File: src/rtl/scroll_sequencer_if.sv
// ---------------------------------------------------------------------------
// scroll_sequencer_if
//
// Command channel between the display control logic (master) and the
// scroll sequencer (slave). One command is transferred on each clock where
// cmd_valid and cmd_ready are both high.
//
// Signals
//   cmd_valid    master -> slave  command offered
//   cmd_ready    slave  -> master sequencer can take a command
//   cmd_pattern  master -> slave  initial rotator contents (SIZE bits)
//   cmd_dir      master -> slave  1 = shift toward MSB, 0 = toward LSB
//   cmd_steps    master -> slave  steps to run, 0 = run until abort (STEP_W bits)
//   cmd_bounce   master -> slave  ping-pong request (only honoured when the
//                                 sequencer is built with SCROLL_BOUNCE_EN)
// ---------------------------------------------------------------------------
interface scroll_sequencer_if #(
  parameter int SIZE   = 4,
  parameter int STEP_W = 8
);

  logic              cmd_valid;
  logic              cmd_ready;
  logic [SIZE-1:0]   cmd_pattern;
  logic              cmd_dir;
  logic [STEP_W-1:0] cmd_steps;
  logic              cmd_bounce;

  // Control logic side: offers commands, watches ready
  modport master (
    output cmd_valid,
    output cmd_pattern,
    output cmd_dir,
    output cmd_steps,
    output cmd_bounce,
    input  cmd_ready
  );

  // Sequencer side: takes commands, reports ready
  modport slave (
    input  cmd_valid,
    input  cmd_pattern,
    input  cmd_dir,
    input  cmd_steps,
    input  cmd_bounce,
    output cmd_ready
  );

endinterface

File: src/rtl/scroll_sequencer.sv
// ---------------------------------------------------------------------------
// scroll_sequencer
//
// Drives a SIZE-bit circular-shift register (rotator) for display scrolling.
// A command (pattern, direction, step count) is taken over the cmd interface,
// the pattern is loaded through the rotator's active-low load pin, and then
// one-cycle step enables are issued every PRESCALE clocks until the step
// count completes, an abort arrives, or forever when the step count is 0.
//
// Parameters
//   SIZE      rotator width in bits (>= 2)
//   PRESCALE  clk cycles per rotation step (>= 2)
//   PRE_W     prescaler width, 2**PRE_W must exceed PRESCALE
//   STEP_W    step-count width
//
// Ports
//   clk         in   clock, rising edge
//   rst         in   asynchronous reset, active low
//   cmd         slave modport of scroll_sequencer_if (command handshake)
//   pause       in   level, freezes prescaler and stepping while running
//   abort       in   pulse, ends the scroll and returns to idle
//   rot_load_n  out  rotator load/reset pin, low = load rot_load
//   rot_load    out  rotator load bus
//   rot_en      out  rotator step enable, one-cycle pulse per step
//   rot_dir     out  rotator direction
//   busy        out  high while loading or running
//   done        out  one-cycle pulse when the step count completes
//
// Build option
//   SCROLL_BOUNCE_EN  when defined, a command with cmd_bounce set flips
//                     rot_dir after every SIZE-th step (ping-pong scroll).
//                     When undefined cmd_bounce is ignored.
// ---------------------------------------------------------------------------
module scroll_sequencer #(
  parameter int SIZE     = 4,
  parameter int PRESCALE = 50000,
  parameter int PRE_W    = 16,
  parameter int STEP_W   = 8
) (
  input  logic                clk,
  input  logic                rst,
  scroll_sequencer_if.slave   cmd,
  input  logic                pause,
  input  logic                abort,
  output logic                rot_load_n,
  output logic [SIZE-1:0]     rot_load,
  output logic                rot_en,
  output logic                rot_dir,
  output logic                busy,
  output logic                done
);

  localparam logic [1:0] S_IDLE = 2'd0;
  localparam logic [1:0] S_LOAD = 2'd1;
  localparam logic [1:0] S_RUN  = 2'd2;
  localparam logic [1:0] S_DONE = 2'd3;

  localparam logic [PRE_W-1:0] PRE_LAST = PRE_W'(PRESCALE - 1);

  logic [1:0]        state;
  logic [PRE_W-1:0]  presc;
  logic [STEP_W-1:0] step_cnt;
  logic [STEP_W-1:0] steps_q;
  logic              accept;
  logic              last_step;

`ifdef SCROLL_BOUNCE_EN
  localparam int TOG_W = $clog2(SIZE);
  localparam logic [TOG_W-1:0] TOG_LAST = TOG_W'(SIZE - 1);

  logic              bounce_q;
  logic [TOG_W-1:0]  tog_cnt;
`else
  logic              unused_bounce;
  assign unused_bounce = cmd.cmd_bounce;
`endif

  // Handshake and status are decoded straight from the state so the master
  // sees ready in the same cycle the sequencer becomes idle.
  assign cmd.cmd_ready = (state == S_IDLE);
  assign busy          = (state == S_LOAD) || (state == S_RUN);
  assign accept        = cmd.cmd_valid && (state == S_IDLE);

  // The step pulse that reaches the programmed count is still on rot_en in
  // this cycle; step_cnt has already been advanced to include it. Finishing
  // here puts done one cycle after the last pulse.
  assign last_step = rot_en && (steps_q != '0) && (step_cnt == steps_q);

  // Main sequencer. rot_en and done default low every cycle so they can only
  // ever be single-cycle pulses. The accept edge clears the prescaler so it
  // reads 0 during LOAD; LOAD itself counts as the first prescale tick, which
  // places the first step exactly PRESCALE cycles after LOAD. Abort is tested
  // first in every active state so it beats both a pending step and DONE.
  always_ff @(posedge clk or negedge rst) begin
    if (!rst) begin
      state      <= S_IDLE;
      presc      <= '0;
      step_cnt   <= '0;
      steps_q    <= '0;
      rot_load_n <= 1'b0;
      rot_load   <= '0;
      rot_en     <= 1'b0;
      rot_dir    <= 1'b0;
      done       <= 1'b0;
`ifdef SCROLL_BOUNCE_EN
      bounce_q   <= 1'b0;
      tog_cnt    <= '0;
`endif
    end else begin
      rot_en <= 1'b0;
      done   <= 1'b0;
      case (state)
        S_IDLE: begin
          rot_load_n <= 1'b1;
          if (accept) begin
            state      <= S_LOAD;
            rot_load_n <= 1'b0;
            rot_load   <= cmd.cmd_pattern;
            rot_dir    <= cmd.cmd_dir;
            steps_q    <= cmd.cmd_steps;
            presc      <= '0;
            step_cnt   <= '0;
`ifdef SCROLL_BOUNCE_EN
            bounce_q   <= cmd.cmd_bounce;
`endif
          end
        end
        S_LOAD: begin
          rot_load_n <= 1'b1;
          presc      <= presc + PRE_W'(1);
`ifdef SCROLL_BOUNCE_EN
          tog_cnt    <= '0;
`endif
          state      <= abort ? S_IDLE : S_RUN;
        end
        S_RUN: begin
          if (abort) begin
            state <= S_IDLE;
          end else if (last_step) begin
            state <= S_DONE;
            done  <= 1'b1;
          end else if (!pause) begin
            if (presc == PRE_LAST) begin
              presc    <= '0;
              rot_en   <= 1'b1;
              step_cnt <= step_cnt + STEP_W'(1);
            end else begin
              presc <= presc + PRE_W'(1);
            end
          end
`ifdef SCROLL_BOUNCE_EN
          if (!abort && rot_en && bounce_q) begin
            if (tog_cnt == TOG_LAST) begin
              tog_cnt <= '0;
              rot_dir <= ~rot_dir;
            end else begin
              tog_cnt <= tog_cnt + TOG_W'(1);
            end
          end
`endif
        end
        S_DONE: begin
          state <= S_IDLE;
        end
        default: begin
          state <= S_IDLE;
        end
      endcase
    end
  end

endmodule

File: src/flat_wrapper.sv
// flat-port wrapper written by rule: the top's interface ports become plain ports
module scroll_sequencer_flat 
#(
  parameter int SIZE     = 4,
  parameter int PRESCALE = 50000,
  parameter int PRE_W    = 16,
  parameter int STEP_W   = 8
)
  (clk, rst, pause, abort, rot_load_n, rot_load, rot_en, rot_dir, busy, done, cmd_cmd_valid, cmd_cmd_pattern, cmd_cmd_dir, cmd_cmd_steps, cmd_cmd_bounce, cmd_cmd_ready);
  scroll_sequencer_if #(.SIZE(SIZE), .STEP_W(STEP_W)) cmd_i ();
  input  logic clk;
  input  logic rst;
  input  logic pause;
  input  logic abort;
  output logic rot_load_n;
  output logic [SIZE-1:0] rot_load;
  output logic rot_en;
  output logic rot_dir;
  output logic busy;
  output logic done;
  input wire logic [$bits(cmd_i.cmd_valid)-1:0] cmd_cmd_valid;
  input wire logic [$bits(cmd_i.cmd_pattern)-1:0] cmd_cmd_pattern;
  input wire logic [$bits(cmd_i.cmd_dir)-1:0] cmd_cmd_dir;
  input wire logic [$bits(cmd_i.cmd_steps)-1:0] cmd_cmd_steps;
  input wire logic [$bits(cmd_i.cmd_bounce)-1:0] cmd_cmd_bounce;
  output wire logic [$bits(cmd_i.cmd_ready)-1:0] cmd_cmd_ready;
  assign cmd_i.cmd_valid = cmd_cmd_valid;
  assign cmd_i.cmd_pattern = cmd_cmd_pattern;
  assign cmd_i.cmd_dir = cmd_cmd_dir;
  assign cmd_i.cmd_steps = cmd_cmd_steps;
  assign cmd_i.cmd_bounce = cmd_cmd_bounce;
  assign cmd_cmd_ready = cmd_i.cmd_ready;
  scroll_sequencer #(.SIZE(SIZE), .PRESCALE(PRESCALE), .PRE_W(PRE_W), .STEP_W(STEP_W)) u_core (.clk(clk), .rst(rst), .cmd(cmd_i), .pause(pause), .abort(abort), .rot_load_n(rot_load_n), .rot_load(rot_load), .rot_en(rot_en), .rot_dir(rot_dir), .busy(busy), .done(done));
endmodule
File: config.mk
export PLATFORM = sky130hd
export DESIGN_NAME = scroll_sequencer_flat
export DESIGN_NICKNAME = d
export VERILOG_FILES = /design/src/rtl/scroll_sequencer_if.sv /design/src/rtl/scroll_sequencer.sv /design/src/flat_wrapper.sv
export SDC_FILE = /design/constraint.sdc
export NUM_CORES = 1
export LEC_CHECK = 0
export CAP_MARGIN = 40
export CELL_PAD_IN_SITES_DETAIL_PLACEMENT = 0
export CELL_PAD_IN_SITES_GLOBAL_PLACEMENT = 1
export CORE_MARGIN = 5
export CORE_UTILIZATION = 47
export DETAILED_ROUTE_END_ITERATION = 8
export HOLD_SLACK_MARGIN = 0.06
export PLACE_DENSITY = 0.95
export SLEW_MARGIN = 20
export SYNTH_ARGS = -nofsm -noshare
export SYNTH_HDL_FRONTEND = slang
export SYNTH_SLANG_ARGS = --single-unit
File: constraint.sdc
create_clock -name clk -period 4.3 [get_ports clk]
set_input_delay 0.86 -clock clk [delete_from_list [all_inputs] [get_ports clk]]
set_output_delay 0.86 -clock clk [all_outputs]
set_load 0.03 [all_outputs]
==> results of run 1 <==
==> registers in the layout, summed over array words and instances, names as in the netlist <==
signal and flops:
u_core.rot_en 1, u_core.step_cnt 8, u_core.done 1, u_core.steps_q 8
u_core.rot_load 4, u_core.rot_dir 1, u_core.rot_load_n 1, u_core.state 2
u_core.presc 16
==> kinds of logic after synthesis <==
kind of cell | Yosys count
compound gates | 48
xor+xnor | 8
fa+ha+maj | 6
buf+inv | 23
flops | 42
mux | 15
simple gates | 102
==> final timing paths <==
kind / slack (ps) / cells after the start / end / start
setup / recovery: 1650 / 3 / cmd_cmd_ready / u_core.state[1]
hold / removal: 440 / 1 / u_core.steps_q[5] / rst
setup reg to reg: 1760 / 8 / u_core.presc[12] / u_core.state[0]
hold reg to reg: 510 / 1 / u_core.rot_load[1] / u_core.rot_load[1]
max in group asynchronous: 3390 / 2 / u_core.state[0] / rst
min in group clk: 510 / 1 / u_core.rot_load[1] / u_core.rot_load[1]
==> power by group through the flow <==
stage,clock [mW],combinational [mW],sequential [mW]
4_1_cts,0.319,0.776,0.539
3_3_place_gp,0,0.747,0.544
2_1_floorplan,0,0.517,0.592
6_report,0.309,0.769,0.537
3_5_place_dp,0,0.773,0.546
5_1_grt,0.337,0.836,0.548
==> cell usage after synthesis (all sizes together) (2+ instances only) <==
master   count
ha           6
buf          8
o2bb2ai      7
and2         5
a211o        4
o221ai       5
mux2i        2
nor2         6
nand2       21
a21oi        5
a32o         2
mux2        13
clkbuf       4
and3        11
nor3b        4
o21ai        3
xor2         8
nand2b       6
a31oi        2
nor3         6
nor4         3
nand4       11
nor2b        5
nand3       14
dfrtp       42
nand4b       2
nor4bb       3
a21boi       2
inv         11
o211ai      11
==> final cells by class <==
class                      instances  share of cell area [%]
clock inverter                     3                    1.38
timing repair buffer              31                    10.6
sequential                        42                    36.3
inverter                          11                    1.42
clock buffer                       5                    2.37
multi-input combinational        179                    44.9
tap                               70                    3.02
==> routing by layer <==
metal | vias to the layer above | GRT usage (%) | share of wire (%)
met5 | - | 0 | 0
met4 | 0 | 4.98 | 0.55
met3 | 4 | 4.56 | 3.4
met2 | 26 | 30.0 | 52
met1 | 958 | 21.0 | 44
li1 | 965 | - | -
==> per-stage QoR <==
stage	area (µm²)	setup WS [ps]	util, %	total power [mW]
after global placement	2760	1510	53.9	1.29
after detailed placement	2790	1510	54.6	1.32
after CTS	2900	1630	56.8	1.63
after floorplan	2470	2270	-	1.11
final	2900	1650	56.8	1.61
after global routing	2900	1520	56.8	1.72
==> results by group, run 1 <==
STA
  • Clock skew: 6.46 ps
  • Slew @ Worst Pin: 694 ps
  • Final setup fails: 0
  • Relative slew margins: 53.7%
  • WHS: 442 ps
  • Setup TNS: 0 ps
  • Maximum clock frequency: 377 MHz
  • Crit share post-route: 61.7%
  • RSZ-0062 raised after global routing: false
  • Max-slew violations: 0
  • Final min period: 2650 ps
  • Final Hold Vio Count: 0

Yosys
  • Ys Warns: 0
  • Number of synthesized flops with an enable pin: 0
  • Synthesized Nets: 269
  • Mux share of post-synthesis cell area: 6.75%
  • FFs w/ async S/R, synth: 100%
  • Synth Area in Compound Gates: 15.2%
  • Seq/Total Area, Yosys: 42.6%
  • Area leader, netlist: dfrtp_1
  • Prevailing post-synth register cell: dfrtp_1
  • Synth Cell Area: 2470 µm²
  • Adder-cell area share of the yosys netlist: 3.04%
  • Largest family of logic cells by synthesized area: simple AND/OR/NAND/NOR gates
  • Number of register bits inferred by synthesis: 42
  • Mean Syn Cell Area: 10.1 µm²
  • Syn Inst Count: 244
  • Yosys cell types: 49
  • Area contributors post-synth: dfrtp_1 (43%), mux2_2 (5.9%), o211ai_1 (3.3%)
  • Share of the synthesized area in the top cell type: 42.6%
  • Post-Synth Simple-Gate Area: 25.0%
  • Synth Area in XOR/XNOR: 2.84%

CTS
  • Skew-Pair Late Insertion Delay: 290 ps
  • Setup repair bufs after CTS: 0
  • Post-CTS Resized: 0
  • Clock sink count: 42
  • Clock Tree Root: clkbuf_8
  • CTS tree: done
  • Post-cts hold buffer count: 0
  • TritonCTS Buffers: 5
  • Htree depth: 2
  • Reg clk slew, reported paths: 80 ps
  • Longest Clk Path Bufs: 2

Power and ir drop
  • Switching Share: 40.1%
  • Sequential share of power: 33.3%
  • Combinational power share: 47.6%
  • Leak: 1.23 nW
  • Peak supply drop: 0.000226 V
  • Clk pwr share: 19.1%
  • Switching component of the power: 0.648 mW
  • Pint: 0.967 mW
  • Pwr/cell area: 557 nW/µm²

Global routing
  • Initial antenna violation count: 0
  • Vias in the first global route: 1943
  • Overflow after GRT: 0
  • First-pass GRT wire length: 9.00 mm
  • Total track usage: 17.3%
  • Largest net degree at the start of global routing: 32

Setup path
  • Crit Path Class: flop to primary output
  • Worst path buffer plus inverter count: 2
  • Top delay family on crit path: buffers and inverters
  • Cell-by-cell trace of the critical path: inv_1 -> ha_1 -> clkdlybuf4s50_1
  • Crit end category: primary output
  • Crit path max fanout: 7
  • WP data arrival: 1790 ps
  • Worst path max stage delay: 710 ps
  • CP Launch Type: flop
  • CP max-delay cell: clkdlybuf4s50_1
  • Worst EP required: 3440 ps

Drt
  • DRC violations left: 0
  • WL/cell: 15.6 µm
  • DR vias/cell: 5.73
  • DRT antenna net count: 0
  • Pre-antenna DRT Iters: 4
  • DRT iter0 DRCs: 92
  • Routed wire length: 5.30 mm
  • Vias after detailed routing: 1953

Place
  • Placed insts: 333
  • Detailed Place HPWL: 3.84 mm
  • Routability cong.: 0.814
  • Port Buffers: 27

Layout
  • Share of layout cells above drive strength 1: 12.2%
  • ANT cells: 0
  • Commonest cells after routing, fill and taps aside: dfrtp_1 (42), clkdlybuf4s50_1 (26), nand2_1 (21), nand3_1 (14), mux2_2 (13)
  • Seq. cell area: 1050 µm²
  • Fill cells: 452
  • Multi-input gate area: 1300 µm²
  • Final Non-Filler Cells: 341
  • Synth-to-Final Area Change: 17.6%
  • Commonest non-fill, non-tap cell in the layout: dfrtp_1
  • Nets@finish: 295

Status
  • Status: complete, no violations

Floorplan
  • Site Rows: 26
  • Core ar.: 5110 µm²
  • IO Pins: 29
  • Die extent in x: 82.4 µm
  • Initial core utilization: 48.3%
  • DIE AREA: 6800 µm²
  • Die span in y: 82.4 µm

Worst hold path
  • HP Class: input port to async pin

Flow run
  • Max-cap viol count: 0
Power figures use the tool's default switching activity.
==> run 2: changes to the inputs <==
CORE_UTILIZATION = 44   (was 47)
PLACE_DENSITY = 0.92   (was 0.95)
clock period = 2.5 ns   (was 4.3 ns; I/O delays follow)
==> run 2 against run 1 <==
- worst hold slack got worse by 310 ps
- cell area increased by 1.1%
- core utilization decreased by 3.2 points
- register-to-register slack got worse by 1400 ps
- total power increased by 72%
- via count increased by 2.4%
==> results by group, run 2 (same netlist as run 1, synthesis figures left out) <==
Flow run
  • Max-cap viol count: 0 (unchanged)

Worst hold path
  • HP Class: input port to async pin

Layout
  • Biggest regs: u_core.presc x16, u_core.step_cnt x8, u_core.steps_q x8
  • Share of layout cells above drive strength 1: 14.1% (+1.9 points)
  • Post-Route Utilization: 53.5% (-3.2 points)
  • Commonest non-fill, non-tap cell in the layout: dfrtp_1
  • Synth-to-Final Area Change: 18.8%
  • Commonest cells after routing, fill and taps aside: dfrtp_1 (42), clkdlybuf4s50_1 (26), nand2_1 (21), nand3_1 (14), mux2_2 (13)
  • Nets@finish: 301 (+2.0%)
  • ANT cells: 0 (unchanged)
  • Top reg by flops: u_core.presc
  • Largest register FFs: 16 (unchanged)

STA
  • Final Hold Vio Count: 0 (unchanged)
  • Maximum clock frequency: 430 MHz
  • RSZ-0062 raised after global routing: false
  • Crit share post-route: 92.9%
  • Final min period: 2320 ps
  • Final setup fails: 0 (unchanged)
  • Setup TNS: 0 ps (unchanged)
  • Clock skew: 17.4 ps (+11.0 ps)
  • Relative slew margins: 57.9% (+4.2 points)
  • Max-slew violations: 0 (unchanged)
  • Slew @ Worst Pin: 627 ps (-67.2 ps)

Global routing
  • Met1 Usage GRT: 21.3% (+0.30 points)
  • Met2 Usage GRT: 27.3% (-2.8 points)
  • Grt met3 use: 4.08% (-0.48 points)
  • Largest net degree at the start of global routing: 23 (-28%)
  • Most used routing layer: met2
  • First-pass GRT wire length: 9.63 mm (+7.0%)
  • Vias in the first global route: 1985 (+2.2%)
  • Initial antenna violation count: 0 (unchanged)
  • Total track usage: 16.4% (-0.91 points)
  • Overflow after GRT: 0 (unchanged)

CTS
  • CTS tree: done
  • Htree depth: 2 (unchanged)
  • Reg clk slew, reported paths: 100 ps (+20 ps)
  • Clock Tree Root: clkbuf_8
  • Setup repair bufs after CTS: 0 (unchanged)
  • Skew-Pair Late Insertion Delay: 310 ps (+20 ps)
  • Clock sink count: 42 (unchanged)
  • TritonCTS Buffers: 5 (unchanged)
  • Post-CTS Resized: 0 (unchanged)
  • Longest Clk Path Bufs: 2 (unchanged)
  • Post-cts hold buffer count: 0 (unchanged)

Setup path
  • Worst EP required: 2000 ps (-1440 ps)
  • Worst path max stage delay: 690 ps (-20 ps)
  • CP Launch Type: flop
  • Worst Reg-to-Reg Cells: 5 (-3)
  • Crit Path Class: flop to primary output
  • WP data arrival: 1820 ps (+30 ps)
  • Cell-by-cell trace of the critical path: inv_1 -> ha_1 -> clkdlybuf4s50_1
  • CP max-delay cell: clkdlybuf4s50_1
  • Crit end category: primary output
  • Crit path max fanout: 4 (-3)

Floorplan
  • IO Pins: 29 (unchanged)
  • Site Rows: 27 (+3.8%)
  • Die extent in x: 84.9 µm (+2.9%)
  • Initial core utilization: 45.1% (-3.2 points)
  • Core ar.: 5470 µm² (+7.2%)
  • Die span in y: 84.9 µm (+2.9%)
  • DIE AREA: 7200 µm² (+6.0%)

Drt
  • DR vias/cell: 5.73 (about the same)
  • Vias after detailed routing: 1999 (+2.4%)
  • WL/cell: 16.0 µm (+2.9%)
  • DRT iter0 DRCs: 77 (-16%)
  • DRC violations left: 0 (unchanged)
  • DRT antenna net count: 0 (unchanged)
  • Routed wire length: 5.59 mm (+5.4%)
  • Pre-antenna DRT Iters: 4 (unchanged)

Power and ir drop
  • Peak supply drop: 0.000361 V (+60%)
  • Pwr/cell area: 946 nW/µm² (+70%)
  • Leak: 1.24 nW (+0.90%)

Place
  • Detailed Place HPWL: 4.02 mm (+4.7%)
  • Routability cong.: 0.807 (-0.93%)
  • Port Buffers: 27 (unchanged)

Status
  • Status: complete, no violations
-- run 2: cell types whose count changed in the layout (fill, tap and decap cells not counted) --
| cell | before | now |
|---|---|---|
| clkinv_2 | 2 | 0 |
| inv_6 | 0 | 1 |
| bufinv_16 | 1 | 0 |
| buf_4 | 3 | 9 |
| clkinvlp_4 | 0 | 2 |
-- run 2: worst paths after layout --
check	start	endpoint	slack, ps
setup reg to reg	u_core.step_cnt[3]	u_core.presc[15]	330
max in group asynchronous	rst	u_core.presc[14]	1860
min in group clk	u_core.rot_load_n	u_core.rot_load_n	500
setup / recovery	u_core.state[0]	busy	180
hold reg to reg	u_core.rot_load_n	u_core.rot_load_n	500
hold / removal	rst	u_core.step_cnt[1]	140
-- run 2: cell type report --
cell class | count | area (µm²)
Clock buffer | 5 | 68.8
Clock inverter | 3 | 23.8
Fill cell | 487 | 2540
Inverter | 11 | 41.3
Multi-Input combinational cell | 179 | 1300
Sequential cell | 42 | 1050
Tap cell | 72 | 90.1
Timing Repair Buffer | 37 | 353
-- run 2: worst max-delay path, delay by kind of cell, from the launching register on --
kind | cells | cell delay, ps
buf+inv | 2 | 770
flops | 1 | 400
fa+ha+maj | 1 | 340
-- run 2: layer usage --
layer / part of all wire (%) / vias to the layer above
met5: 0 / -
met1: 45 / 989
li1: - / 971
met2: 50 / 33
met4: 1.1 / 0
met3: 3.5 / 6
-- run 2: report_power, final --
part           total, mW  internal, mW  switching (mW)
Sequential         0.932         0.823           0.109
Clock              0.460         0.200           0.260
Combinational       1.38         0.589           0.791
-- run 2: per-stage QoR --
step / setup slack, ps / instances / instance area, µm² / hold slack (ps) / power (mW)
finish: 177 / 349 / 2930 / 137 / 2.77
global route: 78.2 / 349 / 2930 / 176 / 2.98
CTS: 151 / 349 / 2930 / 155 / 2.80
detailed placement: 174 / 341 / 2840 / 488 / 2.33
global placement: 205 / 341 / 2840 / 484 / 2.30
floorplan: 550 / 244 / 2470 / 204 / 1.91
==> run 3: changes to the inputs <==
CELL_PAD_IN_SITES_DETAIL_PLACEMENT = unset   (was 0)
CELL_PAD_IN_SITES_GLOBAL_PLACEMENT = unset   (was 1)
CORE_UTILIZATION = 56   (was 44)
CTS_CLUSTER_DIAMETER = 120   (was unset)
==> run 3 against run 2 <==
- clock-buffer cell count did not move
- fmax decreased by 1.0%
- non-clock buffer count is 2 lower
- core utilization up 13 points
- cell area down 1.5%
- largest cell class unchanged
==> results by group, run 3 (same netlist as run 1, synthesis figures left out) <==
Status
  • Status: complete, no violations

CTS
  • Htree depth: 2 (unchanged)
  • Longest Clk Path Bufs: 2 (unchanged)
  • Post-CTS Resized: 0 (unchanged)
  • Reg clk slew, reported paths: 80 ps (-20 ps)
  • Skew-Pair Late Insertion Delay: 310 ps (about the same)
  • Clock Tree Root: clkbuf_8
  • CTS tree: done
  • Setup repair bufs after CTS: 0 (unchanged)
  • TritonCTS Buffers: 5 (unchanged)
  • Clock sink count: 42 (unchanged)
  • Post-cts hold buffer count: 0 (unchanged)

STA
  • Final setup fails: 0 (unchanged)
  • Setup WS post-layout: 152 ps (-24.5 ps)
  • RSZ-0062 raised after global routing: false
  • Final Hold Vio Count: 0 (unchanged)
  • Clock skew: 10.5 ps (-6.86 ps)
  • Max-slew violations: 0 (unchanged)
  • Final min period: 2350 ps (+24.5 ps)
  • Relative slew margins: 56.8% (-1.2 points)
  • Slew @ Worst Pin: 644 ps (+17.2 ps)
  • Setup TNS: 0 ps (unchanged)
  • Maximum clock frequency: 426 MHz (-1.0%)
  • Crit share post-route: 93.9% (+0.98 points)

Place
  • Routability cong.: 0.849 (+5.2%)
  • Worst slack, placed: 12.6 ps (-161 ps)
  • Detailed Place HPWL: 4.02 mm (about the same)
  • Placed insts: 319 (-6.5%)
  • Port Buffers: 27 (unchanged)

Setup path
  • Crit Path Class: flop to primary output
  • Worst EP required: 2000 ps (about the same)
  • CP Launch Type: flop
  • WP data arrival: 1850 ps (+30 ps)
  • Crit end category: primary output
  • Crit path max fanout: 7 (+3)

Drt
  • DRT antenna net count: 0 (unchanged)
  • DRC violations left: 0 (unchanged)
  • Pre-antenna DRT Iters: 4 (unchanged)
  • DRT iter0 DRCs: 167 (+120%)
  • DR vias/cell: 6.21 (+8.4%)
  • Routed wire length: 5.43 mm (-2.8%)
  • WL/cell: 16.6 µm (+3.8%)
  • Vias after detailed routing: 2030 (+1.6%)

Floorplan
  • Initial core utilization: 57.0% (+12 points)
  • Die extent in x: 76.4 µm (-10%)
  • Die span in y: 76.4 µm (-10%)
  • DIE AREA: 5830 µm² (-19%)
  • IO Pins: 29 (unchanged)
  • Core ar.: 4320 µm² (-21%)
  • Site Rows: 24 (-11%)

Layout
  • Largest register FFs: 16 (unchanged)
  • Post-Route Utilization: 66.8% (+13 points)
  • Final Non-Filler Cells: 327 (-6.3%)
  • Nets@finish: 299 (-0.66%)
  • Share of layout cells above drive strength 1: 13.5% (-0.62 points)
  • Fill cells: 339 (-30%)
  • ANT cells: 0 (unchanged)
  • Top reg by flops: u_core.presc
  • Commonest non-fill, non-tap cell in the layout: dfrtp_1
  • Commonest cells after routing, fill and taps aside: dfrtp_1 (42), clkdlybuf4s50_1 (26), nand2_1 (21), nand3_1 (14), mux2_2 (13)
  • Biggest regs: u_core.presc x16, u_core.step_cnt x8, u_core.steps_q x8
  • Synth-to-Final Area Change: 17.1%

Worst hold path
  • HP Class: input port to async pin

Power and ir drop
  • Leak: 1.23 nW (-0.42%)
  • Pwr/cell area: 950 nW/µm² (+0.46%)
  • Peak supply drop: 0.000827 V (+130%)

Global routing
  • Initial antenna violation count: 0 (unchanged)
  • Overflow after GRT: 0 (unchanged)
  • Total track usage: 19.8% (+3.4 points)
  • Largest net degree at the start of global routing: 31 (+35%)
  • Vias in the first global route: 1991 (+0.30%)
  • First-pass GRT wire length: 9.51 mm (-1.3%)

Flow run
  • Max-cap viol count: 0 (unchanged)
==> run 3: final timing paths <==
path	cells after the start	slack, ps	end	from
min in group clk	1	510	u_core.rot_load[0]	u_core.rot_load[0]
worst max-delay path	3	150	cmd_cmd_ready	u_core.state[1]
worst min register to register	1	510	u_core.rot_load[0]	u_core.rot_load[0]
max in group asynchronous	2	1970	u_core.presc[11]	rst
worst max register to register	8	280	u_core.presc[11]	u_core.state[0]
worst min-delay path	1	80	u_core.rot_load[3]	rst
==> run 3: through the flow <==
stage	cell area [µm²]	power [mW]	hold slack, ps
finish	2890	2.74	83.3
CTS	2890	2.76	79.6
global placement	2780	2.25	482
detailed placement	2800	2.31	415
global route	2890	2.94	86.1
floorplan	2470	1.91	204
==> run 3: final cells by class <==
cell class / count / area [µm²] / area share, %
multi-input combinational: 179 / 1300 / 45.1
sequential: 42 / 1050 / 36.4
timing repair buffer: 35 / 338 / 11.7
clock buffer: 5 / 68.8 / 2.38
tap: 52 / 65.1 / 2.25
inverter: 11 / 41.3 / 1.43
clock inverter: 3 / 21.3 / 0.737
==> run 3: layer usage <==
layer	track usage (%)	wire [µm]
met5	0	0
met1	27.5	2470
met3	3.90	247
met2	31.3	2630
met4	6.12	87
==> run 3: report_power, final <==
part           internal, mW  leakage [nW]  switching, mW
sequential            0.824         0.551          0.116
combinational         0.566         0.638          0.793
clock                 0.196        0.0441          0.250
==> run 3: critical path, cell delays in order, from the launching register on <==
cell	delay (ps)
dfrtp_1	420
inv_1	110
ha_1	300
clkdlybuf4s50_1	720
